File: src/rtl/controlador_detector_pkg.sv
// Shared definitions for the controlador_detector word-to-serial "101" scanner.
// Holds the default parameter values, the controller FSM encoding and the
// detector FSM encoding.
package controlador_detector_pkg;

  localparam int unsigned DEF_WIDTH = 8;
  localparam int unsigned DEF_CNT_W = 4;
  localparam int unsigned DEF_TOT_W = 16;

  typedef enum logic [1:0] {
    ST_IDLE   = 2'd0,
    ST_SHIFT  = 2'd1,
    ST_FLUSH  = 2'd2,
    ST_REPORT = 2'd3
  } ctrl_state_e;

  typedef enum logic [1:0] {
    DET_S0   = 2'd0,
    DET_S1   = 2'd1,
    DET_S10  = 2'd2,
    DET_S101 = 2'd3
  } det_state_e;

endpackage

File: src/rtl/controlador_detector_detector.sv
// detector_101_en: overlapping Moore "101" detector with enable and sync clear.
// Ports:
//   clk, rst  - rising-edge clock, async active-high reset (state -> S0)
//   en        - advance on din when 1, hold state when 0
//   clr       - synchronous return to S0, overrides en
//   din       - serial input bit
//   det       - 1 while the detector is in S101
module detector_101_en
  import controlador_detector_pkg::*;
(
  input  logic clk,
  input  logic rst,
  input  logic en,
  input  logic clr,
  input  logic din,
  output logic det
);

  det_state_e state_q, state_d;
  logic       det_q, det_d;

  // Next state; S101 falls back to S1/S10 so overlapping matches are kept.
  always_comb begin
    state_d = state_q;
    if (clr) begin
      state_d = DET_S0;
    end else if (en) begin
      case (state_q)
        DET_S0:   state_d = din ? DET_S1   : DET_S0;
        DET_S1:   state_d = din ? DET_S1   : DET_S10;
        DET_S10:  state_d = din ? DET_S101 : DET_S0;
        DET_S101: state_d = din ? DET_S1   : DET_S10;
        default:  state_d = DET_S0;
      endcase
    end
    det_d = (state_d == DET_S101);
  end

  always_ff @(posedge clk or posedge rst) begin
    if (rst) begin
      state_q <= DET_S0;
      det_q   <= 1'b0;
    end else begin
      state_q <= state_d;
      det_q   <= det_d;
    end
  end

  assign det = det_q;

endmodule

File: src/rtl/controlador_detector.sv
// controlador_detector: accepts WIDTH-bit words over valid/ready, shifts them
// MSB-first through a "101" detector, and reports the per-word hit count over
// valid/ready while keeping a wrapping running total of hits.
// Ports:
//   clk, rst              - clock, async active-high reset
//   clear                 - sync clear of total_hits (wins over a same-cycle hit)
//   in_valid/in_ready     - word handshake, in_data scanned bit WIDTH-1 first
//   out_valid/out_ready   - count handshake, out_count held while stalled
//   busy                  - high in SHIFT, FLUSH and REPORT
//   total_hits            - hits since reset/clear, wraps at 2^TOT_W
// Build option: CONTROLADOR_DETECTOR_STREAM_EN keeps detector state across
// word boundaries so a "101" may span two words.
module controlador_detector
  import controlador_detector_pkg::*;
#(
  parameter int unsigned WIDTH = DEF_WIDTH,
  parameter int unsigned CNT_W = DEF_CNT_W,
  parameter int unsigned TOT_W = DEF_TOT_W
) (
  input  logic             clk,
  input  logic             rst,
  input  logic             clear,
  input  logic             in_valid,
  input  logic [WIDTH-1:0] in_data,
  output logic             in_ready,
  output logic             out_valid,
  output logic [CNT_W-1:0] out_count,
  input  logic             out_ready,
  output logic             busy,
  output logic [TOT_W-1:0] total_hits
);

  localparam int unsigned IDX_W = $clog2(WIDTH);
  localparam logic [CNT_W-1:0] CNT_MAX = '1;

  ctrl_state_e      state_q, state_d;
  logic [WIDTH-1:0] shreg_q, shreg_d;
  logic [IDX_W-1:0] bit_idx_q, bit_idx_d;
  logic [CNT_W-1:0] hit_cnt_q, hit_cnt_d;
  logic [CNT_W-1:0] out_count_q, out_count_d;
  logic [TOT_W-1:0] total_q, total_d;
  logic             in_ready_q, in_ready_d;
  logic             out_valid_q, out_valid_d;
  logic             busy_q, busy_d;

  logic accept;
  logic sample;
  logic hit;
  logic det_en;
  logic det_clr;
  logic det;

  detector_101_en u_det (
    .clk (clk),
    .rst (rst),
    .en  (det_en),
    .clr (det_clr),
    .din (shreg_q[WIDTH-1]),
    .det (det)
  );

  // Sequencing, hit accounting and registered handshake outputs.
  always_comb begin
    state_d     = state_q;
    shreg_d     = shreg_q;
    bit_idx_d   = bit_idx_q;
    hit_cnt_d   = hit_cnt_q;
    out_count_d = out_count_q;
    total_d     = total_q;
    accept      = 1'b0;
    sample      = 1'b0;
    hit         = 1'b0;
    det_en      = 1'b0;
    det_clr     = 1'b0;

    case (state_q)
      ST_IDLE: begin
        if (in_valid && in_ready_q) begin
          accept    = 1'b1;
          shreg_d   = in_data;
          bit_idx_d = '0;
          hit_cnt_d = '0;
          state_d   = ST_SHIFT;
        end
      end
      ST_SHIFT: begin
        det_en    = 1'b1;
        shreg_d   = {shreg_q[WIDTH-2:0], 1'b0};
        bit_idx_d = bit_idx_q + IDX_W'(1);
        // det lags one cycle, so the first SHIFT cycle has nothing to sample.
        sample    = (bit_idx_q != '0);
        if (bit_idx_q == IDX_W'(WIDTH - 1)) begin
          state_d = ST_FLUSH;
        end
      end
      ST_FLUSH: begin
        // Detector held; this picks up the result of the last shifted bit.
        sample  = 1'b1;
        state_d = ST_REPORT;
      end
      ST_REPORT: begin
        if (out_ready) begin
          state_d = ST_IDLE;
        end
      end
      default: state_d = ST_IDLE;
    endcase

    hit = sample && det;
    if (hit && (hit_cnt_q != CNT_MAX)) begin
      hit_cnt_d = hit_cnt_q + CNT_W'(1);
    end
    if (state_q == ST_FLUSH) begin
      out_count_d = hit_cnt_d;
    end
    total_d = clear ? '0 : total_q + TOT_W'(hit);

`ifdef CONTROLADOR_DETECTOR_STREAM_EN
    det_clr = 1'b0;
`else
    det_clr = accept;
`endif

    in_ready_d  = (state_d == ST_IDLE);
    busy_d      = (state_d != ST_IDLE);
    out_valid_d = (state_d == ST_REPORT);
  end

  always_ff @(posedge clk or posedge rst) begin
    if (rst) begin
      state_q     <= ST_IDLE;
      shreg_q     <= '0;
      bit_idx_q   <= '0;
      hit_cnt_q   <= '0;
      out_count_q <= '0;
      total_q     <= '0;
      in_ready_q  <= 1'b1;
      out_valid_q <= 1'b0;
      busy_q      <= 1'b0;
    end else begin
      state_q     <= state_d;
      shreg_q     <= shreg_d;
      bit_idx_q   <= bit_idx_d;
      hit_cnt_q   <= hit_cnt_d;
      out_count_q <= out_count_d;
      total_q     <= total_d;
      in_ready_q  <= in_ready_d;
      out_valid_q <= out_valid_d;
      busy_q      <= busy_d;
    end
  end

  assign in_ready   = in_ready_q;
  assign out_valid  = out_valid_q;
  assign out_count  = out_count_q;
  assign busy       = busy_q;
  assign total_hits = total_q;

endmodule

File: config.mk
export PLATFORM = sky130hd
export DESIGN_NAME = controlador_detector
export DESIGN_NICKNAME = d
export VERILOG_FILES = /design/src/rtl/controlador_detector_pkg.sv /design/src/rtl/controlador_detector_detector.sv /design/src/rtl/controlador_detector.sv
export SDC_FILE = /design/constraint.sdc
export NUM_CORES = 1
export LEC_CHECK = 0
export ABC_AREA = 1
export CAP_MARGIN = 15
export CORE_MARGIN = 2
export CORE_UTILIZATION = 30
export CTS_CLUSTER_SIZE = 16
export DETAILED_ROUTE_END_ITERATION = 7
export GPL_ROUTABILITY_DRIVEN = 0
export GPL_TIMING_DRIVEN = 1
export PLACE_DENSITY_LB_ADDON = 0.25
export SYNTH_ARGS = -nofsm -noshare
export SYNTH_HDL_FRONTEND = slang
export SYNTH_SLANG_ARGS = --single-unit
export TNS_END_PERCENT = 5
File: constraint.sdc
create_clock -name clk -period 2.1 [get_ports clk]
set_input_delay 0.315 -clock clk [delete_from_list [all_inputs] [get_ports clk]]
set_output_delay 0.315 -clock clk [all_outputs]
set_load 0.005 [all_outputs]
# [Yosys cells after proc, flatten, opt, wreduce, memory -nomap -nowiden]
# Index checks and enable logic that the tools add are counted.
# W data, S select, Z words.
[totals] regBits=43 out_inout_bits=23 input_bits=13
[classes] addsub=3 reduce_logical=11 eq_ne=11 n_mux=22
[ops] operator="$add A16 B1 Y16" count=1
[ops] operator="$mux W16" count=1
[ops] operator="$pmux W8 S2" count=1
[ops] operator="$mux W2" count=7
[ops] operator="$eq A2 B2 Y1 const B" count=6
[ops] operator="$mux W4" count=3
[ops] operator="$mux W8" count=1
[ops] operator="$pmux W2 S4" count=1
[ops] operator="$logic_not A2 Y1" count=3
[ops] operator="$pmux W2 S3" count=1
[ops] operator="$pmux W3 S2" count=1
[ops] operator="$add A4 B1 Y4 const B" count=1
[ops] operator="$eq A2 B1 Y1 const B" count=2
[ops] operator="$mux W1" count=4
[ops] operator="$ne A4 B4 Y1 const B" count=1
[ops] operator="$reduce_bool A2 Y1" count=2
[ops] operator="$add A3 B1 Y3 const B" count=1
[ops] operator="$eq A3 B3 Y1 const B" count=1
[ops] operator="$logic_and A1 B1 Y1" count=3
[ops] operator="$mux W3" count=1
[ops] operator="$reduce_bool A3 Y1" count=1
[ops] operator="$ne A2 B2 Y1 const B" count=1
[ops] operator="$pmux W1 S2" count=1
[ops] operator="$reduce_and A2 Y1" count=1
[ops] operator="$reduce_or A2 Y1" count=1

# [Depth between registers and ports, before layout]
# Gate-level depths: netlist (run 1).
[logic_depth] ltp_word=6 mapped_depth=14 depth_no_buf=14

# [Hierarchy]
# A second synthesis (run 1) with hierarchy kept.
[hier_totals] hier_cells=273 area_unflattened_um2=2244.7
[modules_own_cells] module="controlador_detector" area_per_inst_um2=2092.0 instances=1 cells_each=255 seq_area_each_um2=1002.2
[modules_own_cells] module="detector_101_en" area_per_inst_um2=152.6 instances=1 cells_each=18 seq_area_each_um2=75.1

# [Worst setup path after synthesis (run 1)]
# Ideal clock, no wire load.
[synth_path] path_type="register -> register" start="register state_q[0]" end="register total_q[15], in the netlist total_hits[15]" path_buffers=0 slack_ps=111 arrival_time_ps=1918 t_required_ps=2029 setup_ps=71 path_stages_with_launch=12 path_cell_list="dfrtp_1 -> inv_1 -> ha_1 -> inv_1 -> a21oi_1 -> ha_1 -> nand2_1 -> nor2_1 -> nand3_1 -> o21ai_0 -> nand2_1 -> nor2_1"
[synth_between] elab_chain_len=5
[synth_lines] item="start: declaration" line="controlador_detector.sv:36" rtl="ctrl_state_e state_q, state_d;"
[synth_lines] item="start signal: assignment" line="controlador_detector.sv:141" rtl="state_q <= state_d;"
[synth_lines] item="$eq A2 B2 Y1 or $eq A2 B1 Y1 (tied branches)" line="controlador_detector.sv:76" rtl="case (state_q)"
[synth_lines] item="$pmux W1 S2 (*)" line="controlador_detector.sv:76"
[synth_lines] item="$logic_and A1 B1 Y1 (*)" line="controlador_detector.sv:109" rtl="hit = sample && det;"
[synth_lines] item="$add A16 B1 Y16 (*)" line="controlador_detector.sv:116" rtl="total_d = clear ? '0 : total_q + TOT_W'(hit);"
[synth_lines] item="$mux W16 (*)" line="controlador_detector.sv:116"
[synth_lines] item="net total_d[15]" line="controlador_detector.sv:41" rtl="logic [TOT_W-1:0] total_q, total_d;"
[synth_lines] item="end signal: assignment" line="controlador_detector.sv:146" rtl="total_q <= total_d;"
[synth_lines] item="end: declaration" line="controlador_detector.sv:41"
# Mark *: on every way through the listed nets, which the timed path passes. The rest lies on a longest branch.
# A chain may end at the register's enable or synchronous reset.

# [Worst setup path in the final report (run 1)]
[layout_path] start="register state_q[0]" end="register total_q[14], in the netlist total_hits[14]"
# Same word-level chain as after synthesis.

==> impl_metrics.yaml, run 1 <==
flow_run:
  cap_violations: 0
floorplanning:
  rows: 30
  core_region_area_um2: 6870
  die-width_um: 88.6
  io_pins: 36
  die_height_um: 88.6
  initial_utilization_pct: 31.3
  design.die.area_um2: 7850
final_layout:
  drive_gt1_share_pct: 9.55
  num-fill-cells: 706
  multi_input_area_um2: 921
  final_nets: 336
  fin_util_pct: 40.6
  mostFrequentLayoutCells: "80 x nand2_1, 42 x dfrtp_1, 35 x clkdlybuf4s50_1"
  insertedDiodeCount: 0
  mostFrequentLayoutCell: "nand2_1"
  regArea_um2: 1080
  area_growth_pct: 30.0
worst_setup_path:
  critPathSlowestCell: "dfrtp_1"
  crit_path_frequent_cell: "nand2_1"
  crit_type: "reg -> reg"
  max_stage_delay_ns: 0.37
  required_ns: 2.28
  r2r-start: "state_q[0]"
  worstRegToRegCells: 13
  r2r-end: "total_hits[14]"
  cp.arrival_ns: 2.09
  worstPathCellList: "inv_1, ha_1, nand2_1, a21oi_2, ha_1, nand2_1, nor2_4, buf_4, nand2_1, inv_1, nand4_1, nand2_1, nor2_1"
  r2r_slack_ns: 0.19
  end_kind: "flip-flop"
  cp_max_fo: 4
  crit_path_start_kind: "flip-flop"
clock_tree:
  cts_buffers: 5
  clock-root-buffer: "clkbuf_8"
  h-tree-depth: 2
  ctsLongestPathBuffers: 2
  cts_tree: "yes"
  clk_latency_ns: 0.29
  cts_sinks: 43
  clkSlewWorstSetupHoldPaths_ns: 0.08
  hold_buffers: 0
power:
  ir_worst_vdd_mv: 0.554
  power_density_nw_per_um2: 950
  power_leakage_nw: 1.31
logic_synthesis:
  synth_flop_cell: "dfrtp_1"
  syn_nets: 289
  synthArstFlopShare_pct: 100
  synth_edf_count: 0
  syn-mean-instance-area_um2: 8.07
  synthCells: 266
  synth_mux_area_share_pct: 0
  yosys_register_bits: 43
  synth_top_family_by_area: "simple AND/OR/NAND/NOR gates"
  yosysSeqAreaShare_pct: 50.2
  synth-warning-count: 0
  synth-xor-area-share_pct: 0.816
  ys_types: 24
  synthAdderAreaFrac_pct: 5.83
  syn-cell-area_um2: 2150
  synth-simple-area-share_pct: 25.5
  synth-compound-area-share_pct: 9.97
global_route:
  grt_pass1_wl_um: 7630
  globalRoute.totalOverflow: 0
  grt_max_degree: 44
  grt.total_usage_pct: 12.4
  grt_pass1_vias: 1750
  antenna_found_initial: 0
placed_design:
  port_buffers: 35
  hpwl_um: 3240
drt:
  dr.pass1.iters: 4
  wl_per_cell_um: 10.8
  wirelength_um: 4440
  viasPerCell: 4.51
  drc: 0
  vias: 1848
  drtIter0Drc: 55
  antenna_left: 0
sta:
  finalHoldViolations: 0
  rsz0062_at_grt: "true"
  worst_slew_margin_rel_pct: 51.2
  slew_viol_final: 0
  fin_crit_sh_pct: 91.2
  worst_pin_slew_ns: 0.732
  setup_viol: 0
  period_needed_ns: 1.91
  skew_ns: 0.00327
  max_clock_freq_ghz: 0.522
  hold_slack_ns: 0.365
hold_path:
  hp-class: "in -> async"
outcome:
  outcome: "finished clean"
[routing by layer]
metal  routed length [µm]  vias up  GRT usage (%)
met5                    0        -              0
met1                 2130      863           15.7
li1                     -      938              -
met2                 2070       42           20.8
met3                  188        5           2.80
met4                   55        0           4.55
[cell usage after synthesis (2+ instances only)]
master | n | share of area (%)
and2_1 | 3 | 0.87
buf_2 | 3 | 0.70
nand4_1 | 5 | 1.5
ha_1 | 10 | 5.8
xor2_1 | 2 | 0.82
nor3_1 | 2 | 0.47
nand3_1 | 12 | 2.8
nor2_1 | 28 | 4.9
o21ai_0 | 13 | 3.0
nand2_1 | 80 | 14
a31oi_1 | 8 | 2.3
nor2_4 | 2 | 1.0
dfrtp_1 | 42 | 49
a21oi_1 | 12 | 2.8
inv_2 | 3 | 0.52
inv_1 | 33 | 5.8
[cell families (layout without fill, tap and decap cells)]
kind of cell / count (synthesis) / in the layout
flops: 43 / 43
buf+inv: 41 / 89
fa+ha+maj: 10 / 10
compound gates: 38 / 38
simple gates: 132 / 132
xor+xnor: 2 / 2
[worst max path at each step]
stage	from	end	slack, ns	depth (start not counted)
5_1_grt	state_q[0]	total_hits[14]	-0.03	13
6_report	state_q[0]	total_hits[14]	0.19	13
3_5_place_dp	state_q[0]	total_hits[15]	-0.009	11
2_1_floorplan	state_q[0]	total_hits[15]	0.11	11
4_1_cts	state_q[0]	total_hits[15]	0.05	11
3_3_place_gp	state_q[0]	total_hits[15]	0.08	11
[stage by stage]
stage                     power [mW]  setup TNS [ns]  std cells  setup slack (ns)  cell area (µm²)
after floorplan                 1.79               0        266             0.111             2150
after global placement          2.06               0        400            0.0827             2660
after CTS                       2.68               0        408            0.0535             2760
final                           2.65               0        410             0.186             2790
after global routing            2.89         -0.0275        410           -0.0275             2790
after detailed placement        2.08        -0.00950        400          -0.00950             2660
[area by class of cell]
type / count / area share [%]
Tap cell: 96 / 4.30
Multi-Input combinational cell: 182 / 33.0
Timing Repair Buffer: 45 / 15.7
Inverter: 36 / 4.84
Clock buffer: 8 / 3.59
Sequential cell: 43 / 38.6
[report_power, final]
part           internal, mW  leakage [nW]  total, mW  switching (mW)
Sequential             1.04         0.545       1.15           0.108
Combinational         0.388         0.714      0.914           0.525
Clock                 0.301        0.0515      0.589           0.288
Total                  1.73          1.31       2.65           0.921
[repair_timing]
action                     in CTS  in global routing
setup buffers                   0                  2
setup endpoints to repair       1                  6
pin swaps                       0                  2
resized for setup               1                  5
[state kept, by name, indices dropped and copies added (netlist names)]
name	count
bit_idx_q	3
in_ready	1
shreg_q	8
total_hits	16
out_valid	1
state_q	2
u_det.det	1
hit_cnt_q	4
u_det.state_q	2
busy	1
out_count	4
[critical path: cells and delay by family (launching register included)]
family / cells / cell delay [ns]
AND/OR/NAND/NOR: 7 / 0.55
adder cells (fa/ha/maj): 2 / 0.44
flip-flops: 1 / 0.37
buffers and inverters: 3 / 0.28
AO/OA/AOI/OAI: 1 / 0.16
Power figures use the tool's default switching activity.
==> run 2, diff against run 1 <==
--- a/config.mk
+++ b/config.mk
@@ -14,6 +14,7 @@
 export GPL_ROUTABILITY_DRIVEN = 0
 export GPL_TIMING_DRIVEN = 1
 export PLACE_DENSITY_LB_ADDON = 0.25
+export SKIP_LAST_GASP = 1
 export SYNTH_ARGS = -nofsm -noshare
 export SYNTH_HDL_FRONTEND = slang
 export SYNTH_SLANG_ARGS = --single-unit
==> impl_metrics.yaml, run 2 (same netlist as run 1, synthesis figures left out) <==
drt:
  routed.top_layer: "met4"
  route.met3.wl_um: 179
  wl_met1_um: 2140
  antenna_left: 0
  drtIter0Drc: 54
  met2_wirelength_um: 2070
  wirelength_um: 4440
  vias: 1840
  wl_per_cell_um: 10.8
  dr.pass1.iters: 4
  drc: 0
  viasPerCell: 4.49
power:
  power_leakage_nw: 1.31
  p_comb_share_pct: 34.5
  clkPwrFrac_pct: 22.2
  p_switching_mw: 0.921
  p_int_mw: 1.73
  p_seq_share_pct: 43.3
  power_density_nw_per_um2: 950
  swShare_pct: 34.7
  ir_worst_vdd_mv: 0.554
worst_setup_path:
  cp_max_fo: 5
  r2r-end: "total_hits[15]"
  crit_type: "reg -> reg"
  worstRegToRegCells: 11
  required_ns: 2.33
  r2r_slack_ns: 0.17
  r2r-start: "state_q[0]"
  crit_path_start_kind: "flip-flop"
  cp.arrival_ns: 2.16
  end_kind: "flip-flop"
global_route:
  grt_pass1_vias: 1750
  grt_max_degree: 44
  grt.total_usage_pct: 12.4
  globalRoute.totalOverflow: 0
  antenna_found_initial: 0
  grt_pass1_wl_um: 7630
sta:
  worst_slew_margin_rel_pct: 51.2
  setup_viol: 0
  worst_pin_slew_ns: 0.732
  max_clock_freq_ghz: 0.517
  rsz0062_at_grt: "true"
  hold_slack_ns: 0.365
  finalHoldViolations: 0
  slew_viol_final: 0
  period_needed_ns: 1.93
  fin_crit_sh_pct: 92.1
  worst_slack_ns: 0.166
  skew_ns: 0.00328
  tns_ns: 0
placed_design:
  place_ws_ns: -0.00950
  dp.cells: 400
  port_buffers: 35
  hpwl_um: 3240
hold_path:
  hp-class: "in -> async"
clock_tree:
  hold_buffers: 0
  cts_tree: "yes"
  h-tree-depth: 2
  cts_sinks: 43
  clock-root-buffer: "clkbuf_8"
  clkSlewWorstSetupHoldPaths_ns: 0.08
  cts_buffers: 5
  ctsLongestPathBuffers: 2
  clk_latency_ns: 0.29
final_layout:
  area_growth_pct: 29.9
  insertedDiodeCount: 0
  fin_util_pct: 40.6
  drive_gt1_share_pct: 9.24
  num-fill-cells: 708
  final_nets: 336
  final_cells: 410
  largest_reg_flops: 16
  mostFrequentLayoutCell: "nand2_1"
  mostFrequentLayoutCells: "80 x nand2_1, 42 x dfrtp_1, 35 x clkdlybuf4s50_1"
floorplanning:
  die-width_um: 88.6
  io_pins: 36
  core_region_area_um2: 6870
  rows: 30
  design.die.area_um2: 7850
  die_height_um: 88.6
  initial_utilization_pct: 31.3
outcome:
  outcome: "finished clean"
flow_run:
  cap_violations: 0
## run 2: final cells by class
type	instances	area, µm²	area share, %
well taps	96	120	4.31
multi-input cells	182	918	32.9
flip-flops and latches	43	1080	38.6
inverters	36	135	4.85
repair buffers	45	438	15.7
clock buffers	8	100	3.59
## run 2: through the flow
step / instance area [µm²] / power (mW)
floorplan: 2150 / 1.79
finish: 2790 / 2.65
detailed placement: 2660 / 2.08
CTS: 2760 / 2.68
global route: 2790 / 2.89
global placement: 2660 / 2.06
## run 2: worst max path at each step
stage | from | end | slack [ns] | cells after the start
2_1_floorplan | state_q[0] | total_hits[15] | 0.11 | 11
3_3_place_gp | state_q[0] | total_hits[15] | 0.08 | 11
3_5_place_dp | state_q[0] | total_hits[15] | -0.009 | 11
4_1_cts | state_q[0] | total_hits[15] | 0.05 | 11
5_1_grt | state_q[0] | total_hits[14] | -0.03 | 13
6_report | state_q[0] | total_hits[15] | 0.17 | 11
## run 2: layer usage
layer | vias to the layer above | GRT usage [%]
li1 | 938 | -
met1 | 861 | 15.7
met2 | 36 | 20.8
met3 | 5 | 2.80
met4 | 0 | 4.55
met5 | - | 0
## run 2: worst max-delay path: stages, from the launching register on
cell and delay [ns]:
dfrtp_1 0.37, inv_1 0.07, ha_1 0.27, nand2_1 0.07, a21oi_2 0.16, ha_2 0.22
nand2_1 0.06, nor2_1 0.16, nand3_2 0.16, o21ai_1 0.15, nand2_1 0.07, nor2_1 0.10
## run 2: power groups by stage
stage	combinational (mW)	sequential [mW]	clock, mW
floorplan	0.640	1.15	0
global placement	0.899	1.16	0
detailed placement	0.915	1.17	0
CTS	0.923	1.15	0.602
global route	1.07	1.17	0.642
finish	0.913	1.15	0.588
## run 2: repair_timing
item                                    CTS  global route
cloned                                    0             0
pin swaps                                 0             2
buffers inserted                          0             2
resized for setup                         1             4
endpoints found under the hold margin     0             0
endpoints found under the setup margin    1             6
==> run 3, diff against run 2 <==
==> constraint.sdc (replaced) <==
create_clock -name clk -period 2.5 [get_ports clk]
set_input_delay 0.375 -clock clk [delete_from_list [all_inputs] [get_ports clk]]
set_output_delay 0.375 -clock clk [all_outputs]
set_load 0.005 [all_outputs]
==> impl_metrics.yaml, run 3 (same netlist as run 1, synthesis figures left out) <==
clock_tree:
  h-tree-depth: 2
  cts_tree: "yes"
  cts_sinks: 43
  hold_buffers: 0
  ctsLongestPathBuffers: 2
  clk_latency_ns: 0.30
  clock-root-buffer: "clkbuf_8"
  cts_buffers: 5
  clkSlewWorstSetupHoldPaths_ns: 0.08
sta:
  slew_viol_final: 0
  rsz0062_at_grt: "false"
  worst_slew_margin_rel_pct: 50.9
  setup_viol: 0
  skew_ns: 0.00618
  finalHoldViolations: 0
  fin_crit_sh_pct: 84.2
  tns_ns: 0
  max_clock_freq_ghz: 0.475
  hold_slack_ns: 0.424
  period_needed_ns: 2.10
  worst_pin_slew_ns: 0.732
global_route:
  globalRoute.totalOverflow: 0
  antenna_found_initial: 0
  grt_pass1_wl_um: 7730
  grt.total_usage_pct: 12.9
  grt_max_degree: 25
  grt_pass1_vias: 1756
drt:
  viasPerCell: 4.42
  vias: 1786
  wl_per_cell_um: 10.8
  wirelength_um: 4360
  antenna_left: 0
  drtIter0Drc: 72
  drc: 0
  dr.pass1.iters: 4
floorplanning:
  die-width_um: 88.6
  design.die.area_um2: 7850
  io_pins: 36
  core_region_area_um2: 6870
  die_height_um: 88.6
  initial_utilization_pct: 31.3
  rows: 30
placed_design:
  hpwl_um: 3240
  port_buffers: 35
  dp.cells: 396
flow_run:
  cap_violations: 0
worst_setup_path:
  cp_top_family: "simple AND/OR/NAND/NOR gates"
  cp.arrival_ns: 2.34
  required_ns: 2.73
  max_stage_delay_ns: 0.44
  crit_path_start_kind: "flip-flop"
  critical_path_buf_inv_count: 2
  cp_max_fo: 5
  worstRegToRegCells: 11
  worstPathCellList: "inv_1, ha_1, inv_1, a21oi_2, ha_1, nand2_1, nor2_1, nand3_1, o21ai_0, nand2_1, nor2_1"
  end_kind: "flip-flop"
  crit_type: "reg -> reg"
  critical_path_depth: 11
  critPathSlowestCell: "dfrtp_1"
power:
  power_leakage_nw: 1.27
  ir_worst_vdd_mv: 0.355
  power_mw: 2.14
  power_density_nw_per_um2: 789
final_layout:
  final_cells: 404
  mostFrequentLayoutCell: "nand2_1"
  area_growth_pct: 26.5
  fin_util_pct: 39.5
  mostFrequentLayoutCells: "80 x nand2_1, 42 x dfrtp_1, 35 x clkdlybuf4s50_1"
  insertedDiodeCount: 0
  num-fill-cells: 727
  final_nets: 330
  drive_gt1_share_pct: 6.17
  largest_reg_flops: 16
hold_path:
  hp-class: "in -> async"
outcome:
  outcome: "finished clean"
## run 3: what timing repair did
| item | CTS | global route |
|---|---|---|
| setup endpoints to repair | 0 | 1 |
| gates resized for setup | 0 | 1 |
| setup buffers | 0 | 0 |
## run 3: where the power goes
| part | internal [mW] | leakage, nW | switching [mW] | total (mW) |
|---|---|---|---|---|
| logic | 0.309 | 0.687 | 0.434 | 0.743 |
| registers | 0.874 | 0.545 | 0.0963 | 0.970 |
| clock network | 0.196 | 0.0422 | 0.232 | 0.428 |
## run 3: metal layers
metal | vias up | routed length, µm | GRT usage (%)
li1 | 924 | - | -
met1 | 810 | 2090 | 15.8
met2 | 43 | 1950 | 21.1
met3 | 9 | 249 | 4.57
met4 | 0 | 72 | 4.41
met5 | - | 0 | 0
## run 3: final timing paths
| check | from | endpoint | slack [ns] |
|---|---|---|---|
| min in group clk | out_count[2] | out_count[2] | 0.48 |
| setup reg to reg | state_q[0] | total_hits[15] | 0.40 |
| hold / removal | rst | shreg_q[4] | 0.42 |
| max in group asynchronous | rst | total_hits[12] | 1.56 |
| setup / recovery | state_q[0] | total_hits[15] | 0.40 |
| hold reg to reg | out_count[2] | out_count[2] | 0.48 |
## run 3: area by class of cell
type	count	area, µm²	area share (%)
clock buffer	7	76.3	2.81
tap	96	120	4.42
timing repair buffer	39	393	14.5
inverter	36	135	4.98
multi-input combinational	182	908	33.5
sequential	43	1080	39.7
clock inverter	1	5.00	0.184
## run 3: through the flow
| stage | worst slack (ns) | cell area (µm²) |
|---|---|---|
| final | 0.395 | 2720 |
| after global routing | 0.0395 | 2720 |
| after CTS | 0.294 | 2710 |
| after detailed placement | 0.319 | 2630 |
| after global placement | 0.385 | 2630 |
| after floorplan | 0.511 | 2150 |
